## src/rtl/if_fetch_stage_if.sv

```systemverilog
// Instruction-memory request/response bundle for the fetch stage.
// master = fetch side, slave = memory side.
interface if_fetch_stage_if #(
   parameter int unsigned XLEN = 32
) ();
   logic            imem_req;
   logic [XLEN-1:0] imem_addr;
   logic            imem_ack;
   logic [XLEN-1:0] imem_rdata;

   modport master (
      output imem_req,
      output imem_addr,
      input  imem_ack,
      input  imem_rdata
   );

   modport slave (
      input  imem_req,
      input  imem_addr,
      output imem_ack,
      output imem_rdata
   );
endinterface

```

## src/rtl/if_fetch_stage.sv

```systemverilog
// IF stage: PC, imem handshake, IF/ID register, skid buffer, redirect.
// Define FETCH_PERF_CNT_EN to add stall/flush counters.
module if_fetch_stage #(
   parameter int unsigned     XLEN      = 32,
   parameter logic [XLEN-1:0] RESET_PC  = '0,
   parameter logic [XLEN-1:0] NOP_INSTR = 32'h0000_0013
) (
   input  logic            clk,
   input  logic            rst,
   input  logic            PCWrite,
   input  logic            IF_ID_Write,
   input  logic            IF_Flush,
   input  logic [XLEN-1:0] branch_target,
   if_fetch_stage_if.master imem,
   output logic [XLEN-1:0] IF_ID_pc,
   output logic [XLEN-1:0] IF_ID_instr,
   output logic            IF_ID_valid,
   output logic            fetch_busy
`ifdef FETCH_PERF_CNT_EN
   ,
   output logic [31:0]     stall_cycle_cnt,
   output logic [31:0]     flush_cnt
`endif
);

   typedef enum logic [1:0] {
      S_FETCH,
      S_WAIT,
      S_HOLD,
      S_KILL
   } state_t;

   typedef struct packed {
      logic [XLEN-1:0] pc;
      logic [XLEN-1:0] instr;
      logic            valid;
   } if_id_t;

   localparam if_id_t BUBBLE = '{
      pc:    '0,
      instr: NOP_INSTR,
      valid: 1'b0
   };

   state_t          state;
   logic [XLEN-1:0] pc;
   logic [XLEN-1:0] redirect;
   logic            req;
   logic            busy;
   if_id_t          if_id;
   if_id_t          skid;

   wire             ack     = imem.imem_ack;
   wire [XLEN-1:0]  pc_next = pc + XLEN'(4);

   assign imem.imem_req  = req;
   assign imem.imem_addr = pc;

   assign IF_ID_pc    = if_id.pc;
   assign IF_ID_instr = if_id.instr;
   assign IF_ID_valid = if_id.valid;
   assign fetch_busy  = busy;

   always_ff @(posedge clk) begin
      if (rst) begin
         state    <= S_FETCH;
         pc       <= RESET_PC;
         redirect <= RESET_PC;
         req      <= 1'b0;
         busy     <= 1'b0;
         if_id    <= BUBBLE;
         skid     <= BUBBLE;
      end else if (IF_Flush) begin
         if_id <= BUBBLE;
         skid  <= BUBBLE;
         // an unanswered request must drain before the new PC goes out
         if ((state == S_WAIT || state == S_KILL) && !ack) begin
            redirect <= branch_target;
            state    <= S_KILL;
            req      <= 1'b1;
            busy     <= 1'b1;
         end else begin
            pc    <= branch_target;
            state <= S_FETCH;
            req   <= 1'b1;
            busy  <= 1'b0;
         end
      end else begin
         unique case (state)
            S_FETCH: begin
               if (IF_ID_Write)
                  if_id.valid <= 1'b0;
               if (IF_ID_Write)
                  if_id.instr <= NOP_INSTR;
               state <= S_WAIT;
               req   <= 1'b1;
               busy  <= 1'b1;
            end
            S_WAIT: begin
               if (ack && IF_ID_Write) begin
                  if_id <= '{
                     pc:    pc,
                     instr: imem.imem_rdata,
                     valid: 1'b1
                  };
                  if (PCWrite)
                     pc <= pc_next;
                  state <= S_FETCH;
                  req   <= 1'b1;
                  busy  <= 1'b0;
               end else if (ack) begin
                  skid <= '{
                     pc:    pc,
                     instr: imem.imem_rdata,
                     valid: 1'b1
                  };
                  state <= S_HOLD;
                  req   <= 1'b0;
                  busy  <= 1'b0;
               end else if (IF_ID_Write) begin
                  if_id.valid <= 1'b0;
                  if_id.instr <= NOP_INSTR;
               end
            end
            S_HOLD: begin
               if (IF_ID_Write) begin
                  if_id <= skid;
                  skid  <= BUBBLE;
                  if (PCWrite)
                     pc <= pc_next;
                  state <= S_FETCH;
                  req   <= 1'b1;
                  busy  <= 1'b0;
               end
            end
            S_KILL: begin
               if (IF_ID_Write) begin
                  if_id.valid <= 1'b0;
                  if_id.instr <= NOP_INSTR;
               end
               // rdata of the killed request is dropped here
               if (ack) begin
                  pc    <= redirect;
                  state <= S_FETCH;
                  req   <= 1'b1;
                  busy  <= 1'b0;
               end
            end
            default: begin
               state <= S_FETCH;
               req   <= 1'b0;
               busy  <= 1'b0;
            end
         endcase
      end
   end

`ifdef FETCH_PERF_CNT_EN
   always_ff @(posedge clk) begin
      if (rst) begin
         stall_cycle_cnt <= '0;
         flush_cnt       <= '0;
      end else begin
         if (!IF_ID_Write && !IF_Flush && stall_cycle_cnt != '1)
            stall_cycle_cnt <= stall_cycle_cnt + 32'd1;
         if (IF_Flush && flush_cnt != '1)
            flush_cnt <= flush_cnt + 32'd1;
      end
   end
`endif

endmodule

```

## src/flat_wrapper.sv

```systemverilog
// flat-port wrapper written by rule: the top's interface ports become plain ports
module if_fetch_stage_flat 
#(
   parameter int unsigned     XLEN      = 32,
   parameter logic [XLEN-1:0] RESET_PC  = '0,
   parameter logic [XLEN-1:0] NOP_INSTR = 32'h0000_0013
)
  (clk, rst, PCWrite, IF_ID_Write, IF_Flush, branch_target, IF_ID_pc, IF_ID_instr, IF_ID_valid, fetch_busy, imem_imem_req, imem_imem_addr, imem_imem_ack, imem_imem_rdata);
  if_fetch_stage_if #(.XLEN(XLEN)) imem_i ();
  input  logic clk;
  input  logic rst;
  input  logic PCWrite;
  input  logic IF_ID_Write;
  input  logic IF_Flush;
  input  logic [XLEN-1:0] branch_target;
  output logic [XLEN-1:0] IF_ID_pc;
  output logic [XLEN-1:0] IF_ID_instr;
  output logic IF_ID_valid;
  output logic fetch_busy;
  output wire logic [$bits(imem_i.imem_req)-1:0] imem_imem_req;
  output wire logic [$bits(imem_i.imem_addr)-1:0] imem_imem_addr;
  input wire logic [$bits(imem_i.imem_ack)-1:0] imem_imem_ack;
  input wire logic [$bits(imem_i.imem_rdata)-1:0] imem_imem_rdata;
  assign imem_imem_req = imem_i.imem_req;
  assign imem_imem_addr = imem_i.imem_addr;
  assign imem_i.imem_ack = imem_imem_ack;
  assign imem_i.imem_rdata = imem_imem_rdata;
  if_fetch_stage #(.XLEN(XLEN), .RESET_PC(RESET_PC), .NOP_INSTR(NOP_INSTR)) u_core (.clk(clk), .rst(rst), .PCWrite(PCWrite), .IF_ID_Write(IF_ID_Write), .IF_Flush(IF_Flush), .branch_target(branch_target), .imem(imem_i), .IF_ID_pc(IF_ID_pc), .IF_ID_instr(IF_ID_instr), .IF_ID_valid(IF_ID_valid), .fetch_busy(fetch_busy));
endmodule
```

## config.mk

```make
export PLATFORM = sky130hd
export DESIGN_NAME = if_fetch_stage_flat
export DESIGN_NICKNAME = d
export VERILOG_FILES = /design/src/rtl/if_fetch_stage_if.sv /design/src/rtl/if_fetch_stage.sv /design/src/flat_wrapper.sv
export SDC_FILE = /design/constraint.sdc
export NUM_CORES = 1
export LEC_CHECK = 0
export BUFFER_PORTS_ARGS = -buffer_cell sky130_fd_sc_hd__buf_4
export CAP_MARGIN = 30
export CELL_PAD_IN_SITES_DETAIL_PLACEMENT = 1
export CELL_PAD_IN_SITES_GLOBAL_PLACEMENT = 1
export CORE_MARGIN = 2
export CORE_UTILIZATION = 37
export DETAILED_ROUTE_END_ITERATION = 8
export GPL_ROUTABILITY_DRIVEN = 0
export PLACE_DENSITY = 0.76
export SYNTH_ARGS = -nofsm -noshare
export SYNTH_HDL_FRONTEND = slang
export SYNTH_SLANG_ARGS = --single-unit
```

## constraint.sdc

```tcl
create_clock -name clk -period 1.9 [get_ports clk]
set_input_delay 0.19 -clock clk [delete_from_list [all_inputs] [get_ports clk]]
set_output_delay 0.19 -clock clk [all_outputs]
set_load 0.05 [all_outputs]
```

==> metrics.txt, run 1 <==
sequential area share after synthesis 45.2%; switching share of power 31.8%; largest net degree at the start of global routing 65; busiest layer in global routing met2; clk slew on worst S/H paths 0.09 ns; cells after synthesis 1,085; core area 0.0234 mm2; Final Non-Filler Cells 1,621; crit-path max FO 7; mapped cell area 0.00878 mm2; Synth area leader dfxtp_1; R2R cell count 5; Avg Cell Area, Syn 8.09 um2; r2r setup slk 0.03 ns; worst slew pin tran 0.509 ns; Vias 9,234; 1st-iter DRT viols 653; TritonCTS clock tree yes; Die Area 0.0250 mm2; Static Leak 0.00438 uW; # diodes 0; Startpoint Class register; Synth Net Count 1,156; Clk pwr share 39.8%; fraction of layout cells with a size suffix above 1 25.4%; die height 158 um; CTS Sinks 198; Slew HR 66.0%; Skew-Pair Late Insertion Delay 0.45 ns; ys async rst share 0%; unrepaired setup endpoints after global routing yes; CTS max path bufs 2; Starting Density 37.5%; area share of the largest cell type after synthesis 45.2%; Flop pwr share 44.3%; hpwl dp 21,300 um; VDD IR max 0.611 mV; Hold Slack 0.00969 ns; first-pass GRT wire length 49,900 um; hold path depth 3; Max-Cap Viols 0; initial antenna violation count 0; synthesis-stage register bit count 198; worst path required time 2.24 ns; minimum clock period 1.87 ns; Fmax 534 MHz; Final Max Tran Viols 0; Row Count 56; Detailed Routing Iterations Pass 1 6; Inst Count DP 1,534; final setup vio count 0; hold_sp branch_target[4]; sum of negative setup slack 0 ns; CTS Root Cell clkbuf_16; Finished Cell Area 0.0120 mm2; PortBufs 168; htree depth 4; combinational share of power 15.9%; Post-Route WL 32,400 um; clock skew 0.0148 ns; Via-to-Cell Ratio 5.70; Layout area overhead 36.4%; Final Core Density 51.2%; grt total ovfl 0; Crit path arrival time 2.21 ns; Fin. Hold Viols 0; met3 Use GR 4.63%; met1 usage 33.2%; Layout Nets 1,360; Tcrit/Tclk final 98.6%; Top FF cell, synth dfxtp_1; Netlist cell types 71; placed cell areas 0.0107 mm2; worst reg2reg path startpoint u_core.imem.imem_addr[20]; Int Pwr 6700 uW; CTS buffer count 17; IO Pins 169; Post-synth EDFFs 0; fillcell total 2,792; Total GRT Usage 25.4%; top cells by area, synth dfxtp_1 (45%), a22oi_1 (7.8%), nand2_1 (7.7%); Net Switching 3120 uW; Worst Hold Class input port to register; drc violations 0; status finished clean; Pwr Density 821 mW/mm2; RR Endpoint u_core.imem.imem_addr[31]; CP Class register to register; global routing usage on met2 42.1%; vias in the first global route 9,137; post-route ant nets 0; crit end category register; Synth Warn # 0; WL/cell 20.0 um; Hold Path End u_core.redirect[4]; Die X 158 um
[worst max-delay path, stage by stage, from the launching register on]
cell and delay [ns]:
dfxtp_2 0.42, nand4_1 0.24, buf_4 0.23, or4_4 0.57, o21ai_0 0.19, a22oi_1 0.11
[flip-flops by register name, summed over array words and instances (netlist names)]
signal,flops
u_core.skid,65
u_core.IF_ID_instr,32
u_core.IF_ID_pc,32
u_core.imem.imem_addr,32
u_core.redirect,32
u_core.state,2
u_core.IF_ID_valid,1
u_core.fetch_busy,1
u_core.imem.imem_req,1
[repair_timing]
| action | in CTS | in global routing |
|---|---|---|
| buffers inserted | 0 | 3 |
| endpoints found under the setup margin | 4 | 41 |
| gates cloned | 0 | 1 |
| endpoints found under the hold margin | 51 | 0 |
| gates resized for setup | 2 | 9 |
| pin swaps | 0 | 1 |
| hold buffers | 51 | 0 |
[power groups by stage]
stage,Clock [uW],Combinational (uW),Sequential [uW]
6_report,3910,1560,4350
5_1_grt,4160,1660,4370
4_1_cts,3980,1530,4350
3_5_place_dp,0,1440,4450
3_3_place_gp,0,1420,4440
2_1_floorplan,0,591,4670
[metrics by stage]
stage | total power [uW] | setup WS, ns
2_1_floorplan | 5260 | 0.00233
3_3_place_gp | 5860 | 0.136
3_5_place_dp | 5880 | 0.0778
4_1_cts | 9860 | 0.0206
5_1_grt | 10200 | -0.0199
6_report | 9830 | 0.0268
[synthesized netlist by cell type (3+ instances only)]
cell type and instances:
a22oi_1 91, or3_1 3, a2bb2oi_1 28, clkbuf_1 62, and2_1 5, nor4_1 9
buf_4 3, nand3_1 17, a31oi_1 8, and3_1 9, nand2b_1 4, buf_1 4
o211ai_1 4, buf_2 36, a41oi_1 3, a311oi_1 33, nor3_1 15, a31o_2 3
dfxtp_1 198, o22ai_1 4, xor2_1 3, o311ai_0 3, nor2_1 148, and4_1 3
o221ai_1 3, a211oi_1 7, nand4_1 8, mux2i_1 3, o21ai_0 44, nand2_1 179
o31ai_1 3, a21oi_1 85
[area by class of cell]
type / instances / area, um2 / area share (%)
Timing Repair Buffer: 293 / 2510 / 20.9
Inverter: 4 / 15.0 / 0.125
Multi-Input combinational cell: 775 / 4390 / 36.6
Tap cell: 319 / 399 / 3.33
Sequential cell: 198 / 4020 / 33.6
Clock inverter: 15 / 220 / 1.84
Clock buffer: 17 / 425 / 3.55
[cells by family after synthesis]
logic type | after synthesis | share of synthesized area (%)
flip-flops | 198 | 45.2
XOR/XNOR | 5 | 0.499
adder cells (fa/ha/maj) | 1 | 0.143
buffers and inverters | 112 | 5.62
AND/OR/NAND/NOR | 424 | 21.3
AO/OA/AOI/OAI | 342 | 26.9
multiplexers | 3 | 0.342
[placed cells by master, fill, tap and decap left out, types with 3 or more instances in the layout]
cell type	instances
a211oi_1	7
a21oi_1	84
a22oi_1	91
a2bb2oi_1	28
a311oi_1	33
a31o_2	3
a31oi_1	8
a41oi_1	3
and2_1	5
and3_1	9
buf_12	13
buf_4	228
clkbuf_16	18
clkinv_8	5
dfxtp_1	173
dfxtp_2	14
dfxtp_4	11
dlygate4sd3_1	51
inv_12	5
inv_6	3
mux2i_1	3
nand2_1	177
nand2b_1	4
nand3_1	17
nand4_1	8
nor2_1	146
nor2_2	3
nor3_1	14
nor4_1	7
o211ai_1	4
o21ai_0	44
o221ai_1	3
o22ai_1	3
o31ai_1	3
or3_1	3
xor2_1	3
[worst max-delay path by stage]
stage | start | endpoint | slack (ns) | cells past startpoint
final | u_core.imem.imem_addr[20] | u_core.imem.imem_addr[31] | 0.03 | 5
after global routing | u_core.state[1] | u_core.imem.imem_addr[30] | -0.02 | 6
after CTS | u_core.state[1] | u_core.imem.imem_addr[30] | 0.02 | 6
after detailed placement | IF_ID_Write | u_core.skid[5] | 0.08 | 8
after global placement | u_core.state[0] | u_core.imem.imem_addr[30] | 0.14 | 6
after floorplan | u_core.imem.imem_addr[25] | u_core.imem.imem_addr[30] | 0.002 | 5
[per-layer routing]
metal | vias to the layer above | share of wire (%)
met5 | - | 0
met4 | 0 | 2.2
met3 | 51 | 5.4
met2 | 283 | 48
met1 | 4580 | 44
li1 | 4320 | -
(Power assumes the default switching activity.)
==> inputs of run 2 (changes only) <==
Settings changed: HOLD_SLACK_MARGIN set to 0.08.
==> metrics.txt, run 2 (same netlist as run 1, synthesis figures left out) <==
Layout Nets 1,377 (was 1,360); minimum clock period 1.90 ns (was 1.87 ns); fillcell total 2,793 (was 2,792); crit-path max FO 6 (was 7); core area 0.0234 mm2 (unchanged); fraction of layout cells with a size suffix above 1 25.2% (was 25.4%); hpwl dp 21,300 um (unchanged); 1st-iter DRT viols 648 (was 653); Critical Path Start u_core.imem.imem_addr[2] (was u_core.imem.imem_addr[20]); slack of the critical path 0.00374 ns (was 0.0268 ns); post-route ant nets 0 (unchanged); Layout area overhead 38.7% (was 36.4%); unrepaired setup endpoints after global routing yes (unchanged); CTS Root Cell clkbuf_16 (unchanged); Worst Hold Class input port to register (unchanged); final setup vio count 0 (unchanged); CP cell instances ha_1 > and4_4 > nand3_1 > buf_4 > nor4_1 > o21a_1 > nor3_1 (was nand4_1 > buf_4 > or4_4 > o21ai_0 > a22oi_1); Post-Route WL 33,200 um (was 32,400 um); largest net degree at the start of global routing 65 (unchanged); critical path's top delay family simple AND/OR/NAND/NOR gates (unchanged); CTS max path bufs 2 (unchanged); worst slew pin tran 0.495 ns (was 0.509 ns); worst path buffer plus inverter count 1 (unchanged); CTS Sinks 198 (unchanged); Fmax 527 MHz (was 534 MHz); PortBufs 168 (unchanged); Sequential cell area 0.00403 mm2 (was 0.00402 mm2); crit end category register (unchanged); TritonCTS clock tree yes (unchanged); Die X 158 um (unchanged); first-pass GRT wire length 50,400 um (was 49,900 um); Tcrit/Tclk final 99.8% (was 98.6%); htree depth 4 (unchanged); CP Class register to register (unchanged); Detailed Routing Iterations Pass 1 5 (was 6); die height 158 um (unchanged); Slowest Stage Delay on Critical Path 0.37 ns (was 0.57 ns); Fin. Hold Viols 0 (unchanged); Slew HR 66.9% (was 66.0%); Hold Slack 0.194 ns (was 0.00969 ns); commonest cells after routing, fill and taps aside buf_4 (227), nand2_1 (177), dfxtp_1 (173), nor2_1 (147), a22oi_1 (91) (was buf_4 (228), nand2_1 (177), dfxtp_1 (173), nor2_1 (146), a22oi_1 (91)); CP max stage cell dfxtp_4 (was or4_4); Starting Density 37.5% (unchanged); vias in the first global route 9,256 (was 9,137); # diodes 0 (unchanged); clock skew 0.0159 ns (was 0.0148 ns); Startpoint Class register (unchanged); pre-CTS setup slack 0.0778 ns (unchanged); hold_sp imem_imem_ack (was branch_target[4]); Skew-Pair Late Insertion Delay 0.45 ns (about the same); initial antenna violation count 0 (unchanged); Die Area 0.0250 mm2 (unchanged); Final Max Tran Viols 0 (unchanged); WL/cell 20.3 um (was 20.0 um); status finished clean (unchanged); Static Leak 0.00446 uW (was 0.00438 uW); IO Pins 169 (unchanged); commonest non-fill, non-tap cell in the layout buf_4 (unchanged); grt total ovfl 0 (unchanged); Total GRT Usage 25.6% (was 25.4%); area of the multi-input gates 0.00438 mm2 (was 0.00439 mm2); CTS buffer count 17 (unchanged); Max-Cap Viols 0 (unchanged); worst path required time 2.23 ns (was 2.24 ns); Vias 9,376 (was 9,234); Pwr Density 812 mW/mm2 (was 821 mW/mm2); drc violations 0 (unchanged); Top reg by flops u_core.skid (unchanged); worst reg2reg path startpoint u_core.imem.imem_addr[2] (was u_core.imem.imem_addr[20]); clk slew on worst S/H paths 0.08 ns (was 0.09 ns); VDD IR max 0.624 mV (was 0.611 mV); Via-to-Cell Ratio 5.72 (was 5.70); max reg flops 65 (unchanged); Crit path arrival time 2.22 ns (was 2.21 ns); Row Count 56 (unchanged)
-- run 2: worst register-to-register path: stages, from the launching register on --
cell and delay, ns:
dfxtp_4 0.37, ha_1 0.20, and4_4 0.28, nand3_1 0.14, buf_4 0.20, nor4_1 0.36
o21a_1 0.17, nor3_1 0.05
-- run 2: final timing paths --
check / end / depth (start not counted) / slack, ns
max reg2reg: u_core.imem.imem_addr[24] / 7 / 0.004
min reg2reg: u_core.redirect[6] / 2 / 0.45
max: u_core.imem.imem_addr[24] / 7 / 0.004
min: u_core.state[1] / 4 / 0.19
-- run 2: per-stage QoR --
stage | TNS [ns] | cells | util (%) | total power, uW | instance area, um2
final | 0 | 1638 | 52.0 | 9880 | 12200
after global routing | -0.174 | 1638 | 52.0 | 10200 | 12200
after CTS | 0 | 1632 | 51.5 | 9890 | 12100
after detailed placement | 0 | 1534 | 45.9 | 5880 | 10700
after global placement | 0 | 1534 | 45.9 | 5860 | 10700
after floorplan | 0 | 1085 | - | 5260 | 8830
-- run 2: where the power goes --
part / switching, uW / internal [uW]
registers: 104 / 4250
clock network: 2050 / 1870
logic: 985 / 625
total: 3140 / 6740
-- run 2: area by class of cell --
| class | count | area share [%] |
|---|---|---|
| repair buffers | 310 | 22.2 |
| inverters | 4 | 0.154 |
| clock inverters | 15 | 1.81 |
| well taps | 319 | 3.28 |
| clock buffers | 17 | 3.49 |
| flip-flops and latches | 198 | 33.1 |
| multi-input cells | 775 | 36.0 |
-- run 2: timing repair --
item / CTS / global route
hold buffers: 66 / 0
hold endpoints to repair: 82 / 0
resized for setup: 2 / 14
buffers inserted: 0 / 4
pin swaps: 0 / 3
cloned: 0 / 2
setup endpoints to repair: 4 / 42
-- run 2: per-layer routing --
layer	GRT usage (%)	routed length, um
met5	0	0
met2	42.7	16200
met4	8.84	761
met3	4.65	1720
met1	33.4	14500
